File: config.mk
export PLATFORM = sky130hd
export DESIGN_NAME = dm_wb_cache_flat
export DESIGN_NICKNAME = d
export VERILOG_FILES = /design/src/rtl/dm_wb_cache_pkg.sv /design/src/rtl/dm_wb_cache_if.sv /design/src/rtl/dm_wb_cache_store.sv /design/src/rtl/dm_wb_cache.sv /design/src/flat_wrapper.sv
export SDC_FILE = /design/constraint.sdc
export NUM_CORES = 1
export LEC_CHECK = 0
export CORE_UTILIZATION = 50
export CTS_CLUSTER_SIZE = 30
export DETAILED_ROUTE_END_ITERATION = 10
export HOLD_SLACK_MARGIN = 0.06
export PLACE_DENSITY_LB_ADDON = 0.05
export SETUP_SLACK_MARGIN = 0.02
export SYNTH_ARGS = -nofsm -noshare
export SYNTH_HDL_FRONTEND = slang
export SYNTH_SLANG_ARGS = --single-unit
File: constraint.sdc
create_clock -name clk -period 8.1 [get_ports clk]
set_input_delay 2.025 -clock clk [delete_from_list [all_inputs] [get_ports clk]]
set_output_delay 2.025 -clock clk [all_outputs]
set_load 0.05 [all_outputs]
File: src/rtl/dm_wb_cache_pkg.sv
// dm_wb_cache_pkg: shared types and constants for the direct-mapped write-back cache.
//   cache_state_e    : controller states IDLE / SWAP_OUT / SWAP_IN / SWAP_IN_OK
//   DEF_*_ADDR_LEN   : default address-field widths (line word index, set index, tag)
//   LINE_SIZE        : words per line for the default geometry
//   SET_SIZE         : number of sets for the default geometry
//   word_lsb/set_lsb/tag_lsb : bit positions of the fields inside a CPU byte address
package dm_wb_cache_pkg;

  localparam int unsigned DEF_LINE_ADDR_LEN = 3;
  localparam int unsigned DEF_SET_ADDR_LEN  = 2;
  localparam int unsigned DEF_TAG_ADDR_LEN  = 6;

  localparam int unsigned LINE_SIZE = 1 << DEF_LINE_ADDR_LEN;
  localparam int unsigned SET_SIZE  = 1 << DEF_SET_ADDR_LEN;

  typedef enum logic [1:0] {
    IDLE,
    SWAP_OUT,
    SWAP_IN,
    SWAP_IN_OK
  } cache_state_e;

  // Byte offset occupies cpu_addr[1:0]; the word index starts right above it.
  function automatic int unsigned word_lsb();
    return 2;
  endfunction

  function automatic int unsigned set_lsb(input int unsigned line_addr_len);
    return line_addr_len + 2;
  endfunction

  function automatic int unsigned tag_lsb(input int unsigned line_addr_len,
                                          input int unsigned set_addr_len);
    return line_addr_len + set_addr_len + 2;
  endfunction

endpackage

File: src/rtl/dm_wb_cache_if.sv
// dm_wb_cache_if: CPU load/store port plus main_mem line port of the cache.
//   cpu_req/cpu_we/cpu_addr/cpu_wdata : CPU access request
//   cpu_rdata/cpu_miss                : load data and stall
//   mem_addr/mem_rd_req/mem_wr_req    : line request towards main_mem
//   mem_wr_line                       : writeback line
//   mem_gnt/mem_rd_line               : main_mem grant and refill line
// Modports: slave = the cache itself, master = the CPU + main_mem environment.
interface dm_wb_cache_if #(
  parameter int unsigned LINE_ADDR_LEN = dm_wb_cache_pkg::DEF_LINE_ADDR_LEN,
  parameter int unsigned SET_ADDR_LEN  = dm_wb_cache_pkg::DEF_SET_ADDR_LEN,
  parameter int unsigned TAG_ADDR_LEN  = dm_wb_cache_pkg::DEF_TAG_ADDR_LEN
);

  logic                                          cpu_req;
  logic                                          cpu_we;
  logic [31:0]                                   cpu_addr;
  logic [31:0]                                   cpu_wdata;
  logic [31:0]                                   cpu_rdata;
  logic                                          cpu_miss;

  logic                                          mem_gnt;
  logic [TAG_ADDR_LEN+SET_ADDR_LEN-1:0]          mem_addr;
  logic                                          mem_rd_req;
  logic [(1<<LINE_ADDR_LEN)-1:0][31:0]           mem_rd_line;
  logic                                          mem_wr_req;
  logic [(1<<LINE_ADDR_LEN)-1:0][31:0]           mem_wr_line;

  modport slave (
    input  cpu_req, cpu_we, cpu_addr, cpu_wdata, mem_gnt, mem_rd_line,
    output cpu_rdata, cpu_miss, mem_addr, mem_rd_req, mem_wr_req, mem_wr_line
  );

  modport master (
    output cpu_req, cpu_we, cpu_addr, cpu_wdata, mem_gnt, mem_rd_line,
    input  cpu_rdata, cpu_miss, mem_addr, mem_rd_req, mem_wr_req, mem_wr_line
  );

endinterface

File: src/rtl/dm_wb_cache_store.sv
// dm_cache_store: data/tag/valid/dirty arrays of the direct-mapped cache.
//   clk, rst                       : clock, asynchronous active-high reset (valid/dirty only)
//   rd_set -> rd_line/rd_tag/rd_valid/rd_dirty : combinational read port
//   line_we/line_set/line_tag/line_data        : refill write (sets valid, clears dirty)
//   word_we/word_set/word_idx/word_data        : store-hit write (sets dirty)
//   clean_we/clean_set                         : clears dirty after writeback
module dm_cache_store #(
  parameter int unsigned LINE_ADDR_LEN = 3,
  parameter int unsigned SET_ADDR_LEN  = 2,
  parameter int unsigned TAG_ADDR_LEN  = 6
) (
  input  logic                                  clk,
  input  logic                                  rst,
  input  logic [SET_ADDR_LEN-1:0]               rd_set,
  output logic [(1<<LINE_ADDR_LEN)-1:0][31:0]   rd_line,
  output logic [TAG_ADDR_LEN-1:0]               rd_tag,
  output logic                                  rd_valid,
  output logic                                  rd_dirty,
  input  logic                                  line_we,
  input  logic [SET_ADDR_LEN-1:0]               line_set,
  input  logic [TAG_ADDR_LEN-1:0]               line_tag,
  input  logic [(1<<LINE_ADDR_LEN)-1:0][31:0]   line_data,
  input  logic                                  word_we,
  input  logic [SET_ADDR_LEN-1:0]               word_set,
  input  logic [LINE_ADDR_LEN-1:0]              word_idx,
  input  logic [31:0]                           word_data,
  input  logic                                  clean_we,
  input  logic [SET_ADDR_LEN-1:0]               clean_set
);

  localparam int unsigned WORDS = 1 << LINE_ADDR_LEN;
  localparam int unsigned SETS  = 1 << SET_ADDR_LEN;

  logic [WORDS-1:0][31:0]  data [SETS];
  logic [TAG_ADDR_LEN-1:0] tags [SETS];
  logic [SETS-1:0]         valid;
  logic [SETS-1:0]         dirty;

  assign rd_line  = data[rd_set];
  assign rd_tag   = tags[rd_set];
  assign rd_valid = valid[rd_set];
  assign rd_dirty = dirty[rd_set];

  // Payload arrays carry no reset; valid gates every use of them.
  always_ff @(posedge clk) begin
    if (line_we) begin
      data[line_set] <= line_data;
      tags[line_set] <= line_tag;
    end else if (word_we) begin
      data[word_set][word_idx] <= word_data;
    end
  end

  always_ff @(posedge clk or posedge rst) begin
    if (rst) begin
      valid <= '0;
      dirty <= '0;
    end else begin
      if (line_we) begin
        valid[line_set] <= 1'b1;
        dirty[line_set] <= 1'b0;
      end
      if (clean_we) dirty[clean_set] <= 1'b0;
      if (word_we)  dirty[word_set]  <= 1'b1;
    end
  end

endmodule

File: src/rtl/dm_wb_cache.sv
// dm_wb_cache: direct-mapped, write-back, write-allocate data cache.
//   clk, rst   : clock, asynchronous active-high reset
//   bus        : dm_wb_cache_if.slave (CPU load/store port + main_mem line port)
//   stat_hit   : hit counter (CACHE_STATS_EN defined), else tied to 0
//   stat_miss  : miss counter (CACHE_STATS_EN defined), else tied to 0
// Hits complete in the request cycle; a miss stalls through an optional
// writeback (SWAP_OUT) and a refill (SWAP_IN, SWAP_IN_OK), after which the
// access hits in IDLE. Optional feature macro: CACHE_STATS_EN.
module dm_wb_cache
  import dm_wb_cache_pkg::*;
#(
  parameter int unsigned LINE_ADDR_LEN = DEF_LINE_ADDR_LEN,
  parameter int unsigned SET_ADDR_LEN  = DEF_SET_ADDR_LEN,
  parameter int unsigned TAG_ADDR_LEN  = DEF_TAG_ADDR_LEN
) (
  input  logic          clk,
  input  logic          rst,
  dm_wb_cache_if.slave  bus,
  output logic [31:0]   stat_hit,
  output logic [31:0]   stat_miss
);

  localparam int unsigned WORDS    = 1 << LINE_ADDR_LEN;
  localparam int unsigned WORD_LSB = word_lsb();
  localparam int unsigned SET_LSB  = set_lsb(LINE_ADDR_LEN);
  localparam int unsigned TAG_LSB  = tag_lsb(LINE_ADDR_LEN, SET_ADDR_LEN);
  localparam int unsigned ADDR_TOP = TAG_LSB + TAG_ADDR_LEN;

  logic [LINE_ADDR_LEN-1:0] cpu_word;
  logic [SET_ADDR_LEN-1:0]  cpu_set;
  logic [TAG_ADDR_LEN-1:0]  cpu_tag;
  logic                     unused_addr;

  assign cpu_word    = bus.cpu_addr[WORD_LSB +: LINE_ADDR_LEN];
  assign cpu_set     = bus.cpu_addr[SET_LSB +: SET_ADDR_LEN];
  assign cpu_tag     = bus.cpu_addr[TAG_LSB +: TAG_ADDR_LEN];
  assign unused_addr = ^{bus.cpu_addr[WORD_LSB-1:0], bus.cpu_addr[31:ADDR_TOP]};

  cache_state_e                         state;
  logic [TAG_ADDR_LEN-1:0]              miss_tag;
  logic [SET_ADDR_LEN-1:0]              miss_set;
  logic [TAG_ADDR_LEN+SET_ADDR_LEN-1:0] mem_addr_q;
  logic                                 rd_req_q;
  logic                                 wr_req_q;

  logic [SET_ADDR_LEN-1:0]  rd_set;
  logic [WORDS-1:0][31:0]   rd_line;
  logic [TAG_ADDR_LEN-1:0]  rd_tag;
  logic                     rd_valid;
  logic                     rd_dirty;
  logic                     hit;
  logic                     line_we;
  logic                     word_we;
  logic                     clean_we;

  // The miss address is latched so an in-flight transaction still finishes
  // correctly if the CPU drops or changes its request mid-miss.
  assign rd_set   = (state == IDLE) ? cpu_set : miss_set;
  assign hit      = bus.cpu_req && (state == IDLE) && rd_valid && (rd_tag == cpu_tag);
  assign line_we  = (state == SWAP_IN_OK);
  assign word_we  = hit && bus.cpu_we;
  assign clean_we = (state == SWAP_OUT) && wr_req_q && bus.mem_gnt;

  dm_cache_store #(
    .LINE_ADDR_LEN (LINE_ADDR_LEN),
    .SET_ADDR_LEN  (SET_ADDR_LEN),
    .TAG_ADDR_LEN  (TAG_ADDR_LEN)
  ) store (
    .clk       (clk),
    .rst       (rst),
    .rd_set    (rd_set),
    .rd_line   (rd_line),
    .rd_tag    (rd_tag),
    .rd_valid  (rd_valid),
    .rd_dirty  (rd_dirty),
    .line_we   (line_we),
    .line_set  (miss_set),
    .line_tag  (miss_tag),
    .line_data (bus.mem_rd_line),
    .word_we   (word_we),
    .word_set  (cpu_set),
    .word_idx  (cpu_word),
    .word_data (bus.cpu_wdata),
    .clean_we  (clean_we),
    .clean_set (miss_set)
  );

  assign bus.cpu_miss    = bus.cpu_req && !hit;
  assign bus.cpu_rdata   = (hit && !bus.cpu_we) ? rd_line[cpu_word] : '0;
  assign bus.mem_addr    = mem_addr_q;
  assign bus.mem_rd_req  = rd_req_q;
  assign bus.mem_wr_req  = wr_req_q;
  assign bus.mem_wr_line = rd_line;

  // Each request is raised only on the second cycle in its state, so the
  // address is stable beforehand and requests are low for at least one cycle
  // between writeback and refill.
  always_ff @(posedge clk or posedge rst) begin
    if (rst) begin
      state      <= IDLE;
      miss_tag   <= '0;
      miss_set   <= '0;
      mem_addr_q <= '0;
      rd_req_q   <= 1'b0;
      wr_req_q   <= 1'b0;
    end else begin
      unique case (state)
        IDLE: begin
          if (bus.cpu_req && !hit) begin
            miss_tag <= cpu_tag;
            miss_set <= cpu_set;
            if (rd_valid && rd_dirty) begin
              state      <= SWAP_OUT;
              mem_addr_q <= {rd_tag, cpu_set};
            end else begin
              state      <= SWAP_IN;
              mem_addr_q <= {cpu_tag, cpu_set};
            end
          end
        end
        SWAP_OUT: begin
          if (!wr_req_q) begin
            wr_req_q <= 1'b1;
          end else if (bus.mem_gnt) begin
            wr_req_q   <= 1'b0;
            state      <= SWAP_IN;
            mem_addr_q <= {miss_tag, miss_set};
          end
        end
        SWAP_IN: begin
          if (!rd_req_q) begin
            rd_req_q <= 1'b1;
          end else if (bus.mem_gnt) begin
            rd_req_q <= 1'b0;
            state    <= SWAP_IN_OK;
          end
        end
        SWAP_IN_OK: state <= IDLE;
        default:    state <= IDLE;
      endcase
    end
  end

`ifdef CACHE_STATS_EN
  // A hit after a refill completes an access that was already counted as a miss.
  logic miss_pending;

  always_ff @(posedge clk or posedge rst) begin
    if (rst) begin
      stat_hit     <= '0;
      stat_miss    <= '0;
      miss_pending <= 1'b0;
    end else if ((state == IDLE) && bus.cpu_req && !hit) begin
      if (stat_miss != '1) stat_miss <= stat_miss + 32'd1;
      miss_pending <= 1'b1;
    end else if (hit) begin
      if (!miss_pending && (stat_hit != '1)) stat_hit <= stat_hit + 32'd1;
      miss_pending <= 1'b0;
    end else if ((state == IDLE) && !bus.cpu_req) begin
      miss_pending <= 1'b0;
    end
  end
`else
  assign stat_hit  = '0;
  assign stat_miss = '0;
`endif

endmodule

File: src/flat_wrapper.sv
// flat-port wrapper written by rule: the top's interface ports become plain ports
module dm_wb_cache_flat import dm_wb_cache_pkg::*;
#(
  parameter int unsigned LINE_ADDR_LEN = DEF_LINE_ADDR_LEN,
  parameter int unsigned SET_ADDR_LEN  = DEF_SET_ADDR_LEN,
  parameter int unsigned TAG_ADDR_LEN  = DEF_TAG_ADDR_LEN
)
  (clk, rst, stat_hit, stat_miss, bus_cpu_req, bus_cpu_we, bus_cpu_addr, bus_cpu_wdata, bus_mem_gnt, bus_mem_rd_line, bus_cpu_rdata, bus_cpu_miss, bus_mem_addr, bus_mem_rd_req, bus_mem_wr_req, bus_mem_wr_line);
  dm_wb_cache_if #(.LINE_ADDR_LEN(LINE_ADDR_LEN), .SET_ADDR_LEN(SET_ADDR_LEN), .TAG_ADDR_LEN(TAG_ADDR_LEN)) bus_i ();
  input  logic clk;
  input  logic rst;
  output logic [31:0] stat_hit;
  output logic [31:0] stat_miss;
  input wire logic [$bits(bus_i.cpu_req)-1:0] bus_cpu_req;
  input wire logic [$bits(bus_i.cpu_we)-1:0] bus_cpu_we;
  input wire logic [$bits(bus_i.cpu_addr)-1:0] bus_cpu_addr;
  input wire logic [$bits(bus_i.cpu_wdata)-1:0] bus_cpu_wdata;
  input wire logic [$bits(bus_i.mem_gnt)-1:0] bus_mem_gnt;
  input wire logic [$bits(bus_i.mem_rd_line)-1:0] bus_mem_rd_line;
  output wire logic [$bits(bus_i.cpu_rdata)-1:0] bus_cpu_rdata;
  output wire logic [$bits(bus_i.cpu_miss)-1:0] bus_cpu_miss;
  output wire logic [$bits(bus_i.mem_addr)-1:0] bus_mem_addr;
  output wire logic [$bits(bus_i.mem_rd_req)-1:0] bus_mem_rd_req;
  output wire logic [$bits(bus_i.mem_wr_req)-1:0] bus_mem_wr_req;
  output wire logic [$bits(bus_i.mem_wr_line)-1:0] bus_mem_wr_line;
  assign bus_i.cpu_req = bus_cpu_req;
  assign bus_i.cpu_we = bus_cpu_we;
  assign bus_i.cpu_addr = bus_cpu_addr;
  assign bus_i.cpu_wdata = bus_cpu_wdata;
  assign bus_i.mem_gnt = bus_mem_gnt;
  assign bus_i.mem_rd_line = bus_mem_rd_line;
  assign bus_cpu_rdata = bus_i.cpu_rdata;
  assign bus_cpu_miss = bus_i.cpu_miss;
  assign bus_mem_addr = bus_i.mem_addr;
  assign bus_mem_rd_req = bus_i.mem_rd_req;
  assign bus_mem_wr_req = bus_i.mem_wr_req;
  assign bus_mem_wr_line = bus_i.mem_wr_line;
  dm_wb_cache #(.LINE_ADDR_LEN(LINE_ADDR_LEN), .SET_ADDR_LEN(SET_ADDR_LEN), .TAG_ADDR_LEN(TAG_ADDR_LEN)) u_core (.clk(clk), .rst(rst), .bus(bus_i), .stat_hit(stat_hit), .stat_miss(stat_miss));
endmodule
## After elaboration in Yosys (flattened, before gate mapping)

Memories as Yosys holds them, arrays and structs flattened.
Cells that the tools add are included.

- Flip-flop bits (word level): 28
- Bits in latches: 0
- RAM bits: 1048
- ROM bits: 0
- Input port bits: 325
- Output and inout bits: 363
- Memories kept: 2

- Add/subtract/negate cells: 0
- Multipliers: 0
- Div/mod/pow operators: 0
- Magnitude comparators: 7
- Eq/ne operators: 9
- Shifts and indexed selects: 0
- Muxes and demuxes: 40
- Bitwise logic cells: 5
- Reduce and logical (&&, ||, !) cells: 20

Memories:

| memory | words | width | rd ports | clocked after Yosys merged registers in | wr ports | line | text |
|---|---|---|---|---|---|---|---|
| u_core.store.data | 4 | 256 | 1 | 0 | 1 | dm_wb_cache_store.sv:34 | `logic [WORDS-1:0][31:0] data [SETS];` |
| u_core.store.tags | 4 | 6 | 1 | 0 | 1 | dm_wb_cache_store.sv:35 | `logic [TAG_ADDR_LEN-1:0] tags [SETS];` |

Operator list:

| operator | number |
|---|---|
| $mux 256 | 3 |
| $reduce_or 256->1 | 1 |
| $bmux 32 s3 | 1 |
| $demux 32 s3 | 1 |
| $mux 32 | 3 |
| $mux 8 | 4 |
| $mux 2 | 8 |
| $pmux 8 s2 | 1 |
| $logic_and 1x1->1 | 12 |
| $mux 4 | 3 |
| $mux 1 | 11 |
| $lt 2x3->1 const B | 3 |
| $and 4x4->4 | 2 |
| $or 4x4->4 | 2 |
| $pmux 2 s4 | 1 |
| $eq 6x6->1 | 1 |
| $ne 2x2->1 const B | 3 |
| $reduce_and 5->1 | 1 |
| $bmux 1 s2 | 2 |
| $demux 1 s2 | 2 |
| $eq 2x2->1 const B | 2 |
| $ge 2x1->1 const B | 2 |
| $lt 3x4->1 const B | 1 |
| $ne 2x1->1 const B | 2 |
| 8 further kinds | 9 |

## Depth between registers and ports, before layout

Gate-level depths: netlist (run 1).

- Depth after elaboration: 12
- Gate-level depth with buffers: 14
- Depth with buffers taken out: 9

## Cells and area by module

Synthesis (run 1) repeated with hierarchy kept, for this count alone.

- Cells, all modules: 2370
- Area, all modules: 44735.4 um^2

By module, submodules not included:

| module | times used | cells each | area an instance (um^2) | seq. area each (um^2) |
|---|---|---|---|---|
| dm_cache_store | 1 | 2040 | 41003.1 | 31670.4 |
| dm_wb_cache | 1 | 330 | 3732.3 | 500.5 |

## Least setup slack after synthesis (run 1)

OpenSTA, ideal clock, no wires.

- Path kind: input to output
- From: input bus_cpu_addr[6]
- To: output bus_cpu_rdata[11]
- Arrival: 5.767 ns
- Data required time: 6.075 ns
- Path slack: 0.308 ns
- Cell stages on the path: 10
- Buffers on the path: 4
- Cells stage by stage: clkbuf_1 -> mux2i_4 -> clkbuf_1 -> clkbuf_1 -> clkbuf_1 -> nand2_1 -> a31oi_1 -> o22ai_1 -> or4_1 -> nor2_1

- Elaborated cells on any way between the ends: 12
- Classes of those cells: 1 x eq/ne; 6 x mux; 3 x reduce/logical; 2 x memory

RTL lines:

| item | line | text |
|---|---|---|
| start, declared | flat_wrapper.sv:16 | `input wire logic [$bits(bus_i.cpu_addr)-1:0] bus_cpu_addr;` |
| $mux 2 | dm_wb_cache.sv:58 | `assign rd_set = (state == IDLE) ? cpu_set : miss_set;` |
| $mem_v2 4x256 | -- |  |
| named net bus_mem_wr_line[11] | flat_wrapper.sv:25 | `output wire logic [$bits(bus_i.mem_wr_line)-1:0] bus_mem_wr_line;` |
| $bmux 32 s3 | dm_wb_cache.sv:89 | `assign bus.cpu_rdata = (hit && !bus.cpu_we) ? rd_line[cpu_word] : '0;` |
| $mux 32 (implied by the code) | dm_wb_cache.sv:89 |  |
| $mux 32 | dm_wb_cache.sv:89 |  |
| end, declared | flat_wrapper.sv:20 | `output wire logic [$bits(bus_i.cpu_rdata)-1:0] bus_cpu_rdata;` |

The timed path passes the listed nets, and every way through them passes these cells. The select of a mux whose other input is x is not followed.

## Final worst setup path (run 1)

- From: input bus_cpu_addr[6]
- To: output bus_cpu_rdata[0]

- Cells in the longest elaborated chain, start to end: 7
- Elaborated cells on any way between the ends: 12
- Classes of those cells: 1 x eq/ne; 6 x mux; 3 x reduce/logical; 2 x memory

RTL lines:

| item | line |
|---|---|
| $mux 2 * | dm_wb_cache.sv:58 |
| parallel branches: the longest is 5 deep, another holds $mem_v2 4x256 | -- |
| $mux 32 * | dm_wb_cache.sv:89 |

Mark *: on every way between the ends. The select of a mux whose other input is x is not followed.

==> metrics.yaml, run 1 <==
sta:
  skew_ns: 0.03553
  slew_headroom: 0.1711
  slew_violations: 0
  rsz0062_at_grt: "no"
  hold_viol_final: 0
  fin_crit_sh: 0.9691
  fin_setup_tns_ns: 0
  worstMarginPinSlew_ns: 1.240
  fmax_mhz: 127.4
  period_minus_slack_ns: 7.850
  timing.hold.ws_ns: 0.4787
  setup_viol: 0
setup_path:
  crit_top_cell: "buf_12"
  slowest_delay_ns: 0.67
  crit_type: "input port to primary output"
  arrival_ns: 5.82
  rrSetupSlack_ns: 2.64
  crit_chain: "clkdlybuf4s50_1, mux2i_4, buf_12, buf_12, nand2_1, a31oi_1, o22ai_1, or4_1, nor2_1, buf_4, buf_12"
  start_kind: "input port"
  critPathBufInv: 5
  crit_fanout: 44
  critPathTopFamily: "buffers and inverters"
  required_ns: 6.08
  cp-end-kind: "primary output"
  crit_path_top_delay_cell: "clkdlybuf4s50_1"
routing:
  viasPerCell: 6.484
  wl_per_cell_um: 34.37
  drt_first_pass_iters: 6
  vias: 32890
  ant_nets: 0
  drcViolationCount: 0
  first_iter_violations: 4505
  wl_um: 174300
clocking:
  clockRootBuffer: "clkbuf_16"
  tritoncts: "built"
  cts_sinks: 1076
  worstSkewPairLatency_ns: 0.69
  clk_pin_slew_ns: 0.06
  cts.repair_timing.setup_buffer_count: 0
  cts_buffers: 107
  cts_resized: 0
  cts_hold_buffers: 0
  cts_buffer_depth: 3
  htree_levels: 3
final_layout:
  fin_nets: 4135
  area_growth_pct: 27.85
  final_layout_size_suffix_gt1_frac: 0.1721
floorplan:
  die_h_um: 302.3
  die_width_um: 302.3
  start_util: 0.5071
  num_io_pins: 688
  coreArea_um2: 88920
  dieArea_um2: 91390
  row_count: 109
synthesis:
  synthCells: 3094
  synth_xor_area_frac: 0.0003885
  synthTopCellsByCount: "1048 x edfxtp_1, 533 x nand2_1, 280 x o21ai_0"
  yosysTopAreaCell: "edfxtp_1"
  synth_top_family_by_area: "compound AO/OA/AOI/OAI gates"
  async_flop_share: 0.02602
  yosysSeqAreaShare: 0.7135
  synth_compound_area_frac: 0.09590
  synth_most_common_cell: "edfxtp_1"
  synth_seq_cells: 1076
  syn_area_um2: 45090
  synthMuxAreaShare: 0.07475
  synthTopCellsByArea: "edfxtp_1 70%, mux4_2 6.5%, nand2_1 4.4%"
  yosys_warnings: 0
  synthFlopType: "edfxtp_1"
  yosys.area_share.simple: 0.08294
  synth.top_cell.area_share: 0.6979
  synthAdderAreaFrac: 0.001387
  synth_cell_types: 57
  synth_edf_count: 1048
  syn_avg_cell_area_um2: 14.57
power:
  internal_power_uw: 14620
  power.switching_uw: 12430
  leakage_uw: 0.01999
  p_clk_frac: 0.186
  sw_frac_of_total: 0.4594
  peakVddDrop_mv: 0.3999
  p_comb_frac: 0.536
  powerDensity_nw_per_um2: 469.2
  p_seq_frac: 0.278
grt:
  antenna_found_initial: 24
  grt.total_usage: 0.3786
  grt_start_max_net_pins: 195
  grt_overflow: 0
  grt_pass1_vias: 31150
  grt_first_pass_wirelength_um: 236000
run:
  drv_cap: 0
outcome:
  status: "finished clean"
placement:
  dpl.hpwl_um: 121700
  portBuffers: 602
  place.gp.congestion: 0.9078
min_path:
  min_path_type: "flop to flop"
## area by class of cell
cell class,count,area [um^2]
clock buffers,134,2851
clock inverters,69,703.2
inverters,13,48.80
fillers,6515,31270
diodes,8,20.02
well taps,1165,1458
repair buffers,823,8195
flip-flops and latches,1076,32170
multi-input cells,1784,12200
## per-layer routing
layer,global-route usage,vias up,wire [um]
met5,0,-,61
met4,0.2152,10,11030
met3,0.09071,408,23810
met2,0.5657,2537,78280
met1,0.5118,16630,61150
li1,-,13300,-
## power groups by stage
stage	registers [uW]	logic, uW	clock network, uW
4_1_cts	7510	14400	5040
2_1_floorplan	7670	8300	0
6_report	7510	14500	5040
3_3_place_gp	7550	14200	0
3_5_place_dp	7620	14300	0
5_1_grt	7580	14800	5250
## metrics by stage
step	area (um^2)	setup WS (ns)	power (uW)	cells	utilization
final	57650	0.2501	27050	5072	0.6483
after global routing	57630	0.2193	27660	5065	0.6481
after floorplan	45330	0.3082	15980	3157	-
after global placement	54070	0.3779	21740	4861	0.6081
after detailed placement	54070	0.3760	21910	4861	0.6081
after CTS	57630	0.3223	26900	5064	0.6481
## sequential cells by signal, indices dropped and copies added (netlist names)
signal and flops:
u_core.bus.mem_addr 8, u_core.bus.mem_rd_req 1, u_core.bus.mem_wr_req 1, u_core.miss_set 2
u_core.miss_tag 6, u_core.state 2, u_core.store.data 1024, u_core.store.dirty 4
u_core.store.tags 24, u_core.store.valid 4
## final timing paths
kind                                       start                   endpoint  cells past startpoint
max                              bus_cpu_addr[6]           bus_cpu_rdata[0]                     11
min                        u_core.store.valid[2]      u_core.store.valid[2]                      1
max reg2reg                      u_core.state[0]  u_core.store.data[2][191]                      9
min reg2reg                u_core.store.valid[2]      u_core.store.valid[2]                      1
max in group asynchronous                    rst      u_core.store.valid[0]                      2
min in group asynchronous                    rst      u_core.bus.mem_rd_req                      2
## placed cells by master, fill, tap and decap left out, types with 10 or more instances in the layout
cell,netlist,routed
clkinv_2,0,20
nor2_1,55,55
clkbuf_1,170,22
mux2i_1,15,14
buf_12,0,61
mux2_1,16,16
clkinv_1,0,23
a31oi_1,131,131
o21ai_1,18,10
clkbuf_16,0,109
conb_1,1,64
edfxtp_1,1048,1048
clkdlybuf4s50_1,0,501
nand3_1,39,33
o21ai_0,280,256
buf_4,66,261
or4_1,32,31
dfrtp_1,28,28
mux4_2,130,130
nor2b_1,135,135
o21ai_4,1,33
inv_1,13,13
o22ai_1,127,127
nand2b_1,10,10
bufinv_16,0,13
a211oi_1,124,124
nand2_1,533,532
## cell families after synthesis
group	after synthesis
other	1
AND/OR/NAND/NOR	830
multiplexers	170
buffers and inverters	297
AO/OA/AOI/OAI	713
adder cells (fa/ha/maj)	5
flip-flops	1076
XOR/XNOR	2
No activity file was read; power rests on OpenSTA's default activity.
==> run 2: changes to the inputs <==
- SLEW_MARGIN: not set -> 20
==> metrics.yaml, run 2 (synthesized netlist as in run 1, its figures left out) <==
final_layout:
  largest_reg_flops: 1024
  area_growth_pct: 27.87
  final_cell_mix: "1048 x edfxtp_1, 532 x nand2_1, 501 x clkdlybuf4s50_1"
  final_layout_size_suffix_gt1_frac: 0.1726
  layout_commonest_cell: "edfxtp_1"
  regMostFlops: "u_core.store.data"
  design_area_um2: 57660
  final_cells: 5074
  fin_nets: 4135
routing:
  ant_nets: 0
  viasPerCell: 6.502
  first_iter_violations: 4503
  wl_um: 174400
  drt_first_pass_iters: 9
  wl_per_cell_um: 34.36
  vias: 32990
  drcViolationCount: 1
clocking:
  htree_levels: 3
  cts_buffer_depth: 3
  clk_pin_slew_ns: 0.06
  cts_buffers: 107
  cts.repair_timing.setup_buffer_count: 0
  clockRootBuffer: "clkbuf_16"
  cts_hold_buffers: 0
  tritoncts: "built"
  worstSkewPairLatency_ns: 0.69
  cts_sinks: 1076
  cts_resized: 0
sta:
  timing.hold.ws_ns: 0.4788
  rsz0062_at_grt: "no"
  setup_viol: 0
  worstMarginPinSlew_ns: 1.225
  period_minus_slack_ns: 7.824
  slew_headroom: 0.1811
  skew_ns: 0.03088
  slew_violations: 0
  fin_setup_tns_ns: 0
  fin_crit_sh: 0.9659
  fmax_mhz: 127.8
  hold_viol_final: 0
floorplan:
  start_util: 0.5071
  num_io_pins: 688
  row_count: 109
  coreArea_um2: 88920
  die_width_um: 302.3
  die_h_um: 302.3
  dieArea_um2: 91390
grt:
  antenna_found_initial: 24
  global_route.usage.met1: 0.5118
  top_usage_layer: "met2"
  grt_overflow: 0
  grt_first_pass_wirelength_um: 236000
  grt_util_met2: 0.5657
  met3_usage: 0.09071
  grt_start_max_net_pins: 195
  grt_pass1_vias: 31150
  grt.total_usage: 0.3786
setup_path:
  crit_type: "input port to primary output"
  timing.rr.start: "u_core.state[0]"
  critPathTopFamily: "buffers and inverters"
  crit_chain: "clkdlybuf4s50_1, mux2i_4, buf_12, buf_12, nand2_1, a31oi_1, o22ai_1, or4_1, nor2_1, buf_4, buf_12"
  rrSetupSlack_ns: 2.58
  cp-end-kind: "primary output"
  path_depth: 11
  arrival_ns: 5.80
  crit_path_top_delay_cell: "clkdlybuf4s50_1"
  crit_top_cell: "buf_12"
  reg2regPathDepth: 9
  r2r-end: "u_core.store.data[2][191]"
  start_kind: "input port"
  critPathBufInv: 5
  slowest_delay_ns: 0.66
  crit_fanout: 44
  required_ns: 6.08
min_path:
  hp-start: "u_core.store.valid[2]"
  worstHoldPathCells: 1
  hold_end: "u_core.store.valid[2]"
  min_path_type: "flop to flop"
outcome:
  status: "finished, violations left"
  violations: "DRC"
placement:
  dpl.hpwl_um: 121700
  portBuffers: 602
  dp_cells: 4861
  dpl_cell_area_um2: 54070
  place.gp.congestion: 0.9078
power:
  powerDensity_nw_per_um2: 469.4
  leakage_uw: 0.01999
  peakVddDrop_mv: 0.3989
run:
  drv_cap: 0
[run 2: how the worst max path moves through the flow]
stage / startpoint / end / slack [ns]
floorplan: bus_cpu_addr[6] / bus_cpu_rdata[11] / 0.31
global placement: bus_cpu_addr[6] / bus_cpu_rdata[0] / 0.38
detailed placement: bus_cpu_addr[6] / bus_cpu_rdata[0] / 0.38
CTS: bus_cpu_addr[6] / bus_cpu_rdata[0] / 0.32
global route: bus_cpu_addr[6] / bus_cpu_rdata[0] / 0.22
finish: bus_cpu_addr[6] / bus_cpu_rdata[0] / 0.28
[run 2: layout make-up]
cell class,count,area (um^2)
Inverter,13,48.80
Sequential cell,1076,32170
Timing Repair Buffer,823,8195
Fill cell,6513,31260
Clock buffer,134,2851
Multi-Input combinational cell,1784,12200
Antenna cell,10,25.02
Tap cell,1165,1458
Clock inverter,69,703.2
[run 2: routing by layer]
metal  part of all wire  vias up
met5            0.00030        -
met4              0.063       10
met3               0.13      405
met2               0.45     2553
met1               0.36    16720
li1                   -    13310
[run 2: metrics by stage]
step / total power (uW) / util / worst slack (ns)
floorplan: 15980 / - / 0.3082
global placement: 21740 / 0.6081 / 0.3779
detailed placement: 21910 / 0.6081 / 0.3760
CTS: 26900 / 0.6481 / 0.3223
global route: 27660 / 0.6482 / 0.2193
finish: 27060 / 0.6484 / 0.2764
[run 2: report_power, final]
| part | leakage [uW] | switching [uW] | internal [uW] |
|---|---|---|---|
| Combinational | 0.00840 | 10000 | 4470 |
| Clock | 0.00174 | 2130 | 2910 |
| Sequential | 0.00985 | 270 | 7250 |
| Total | 0.0200 | 12400 | 14600 |
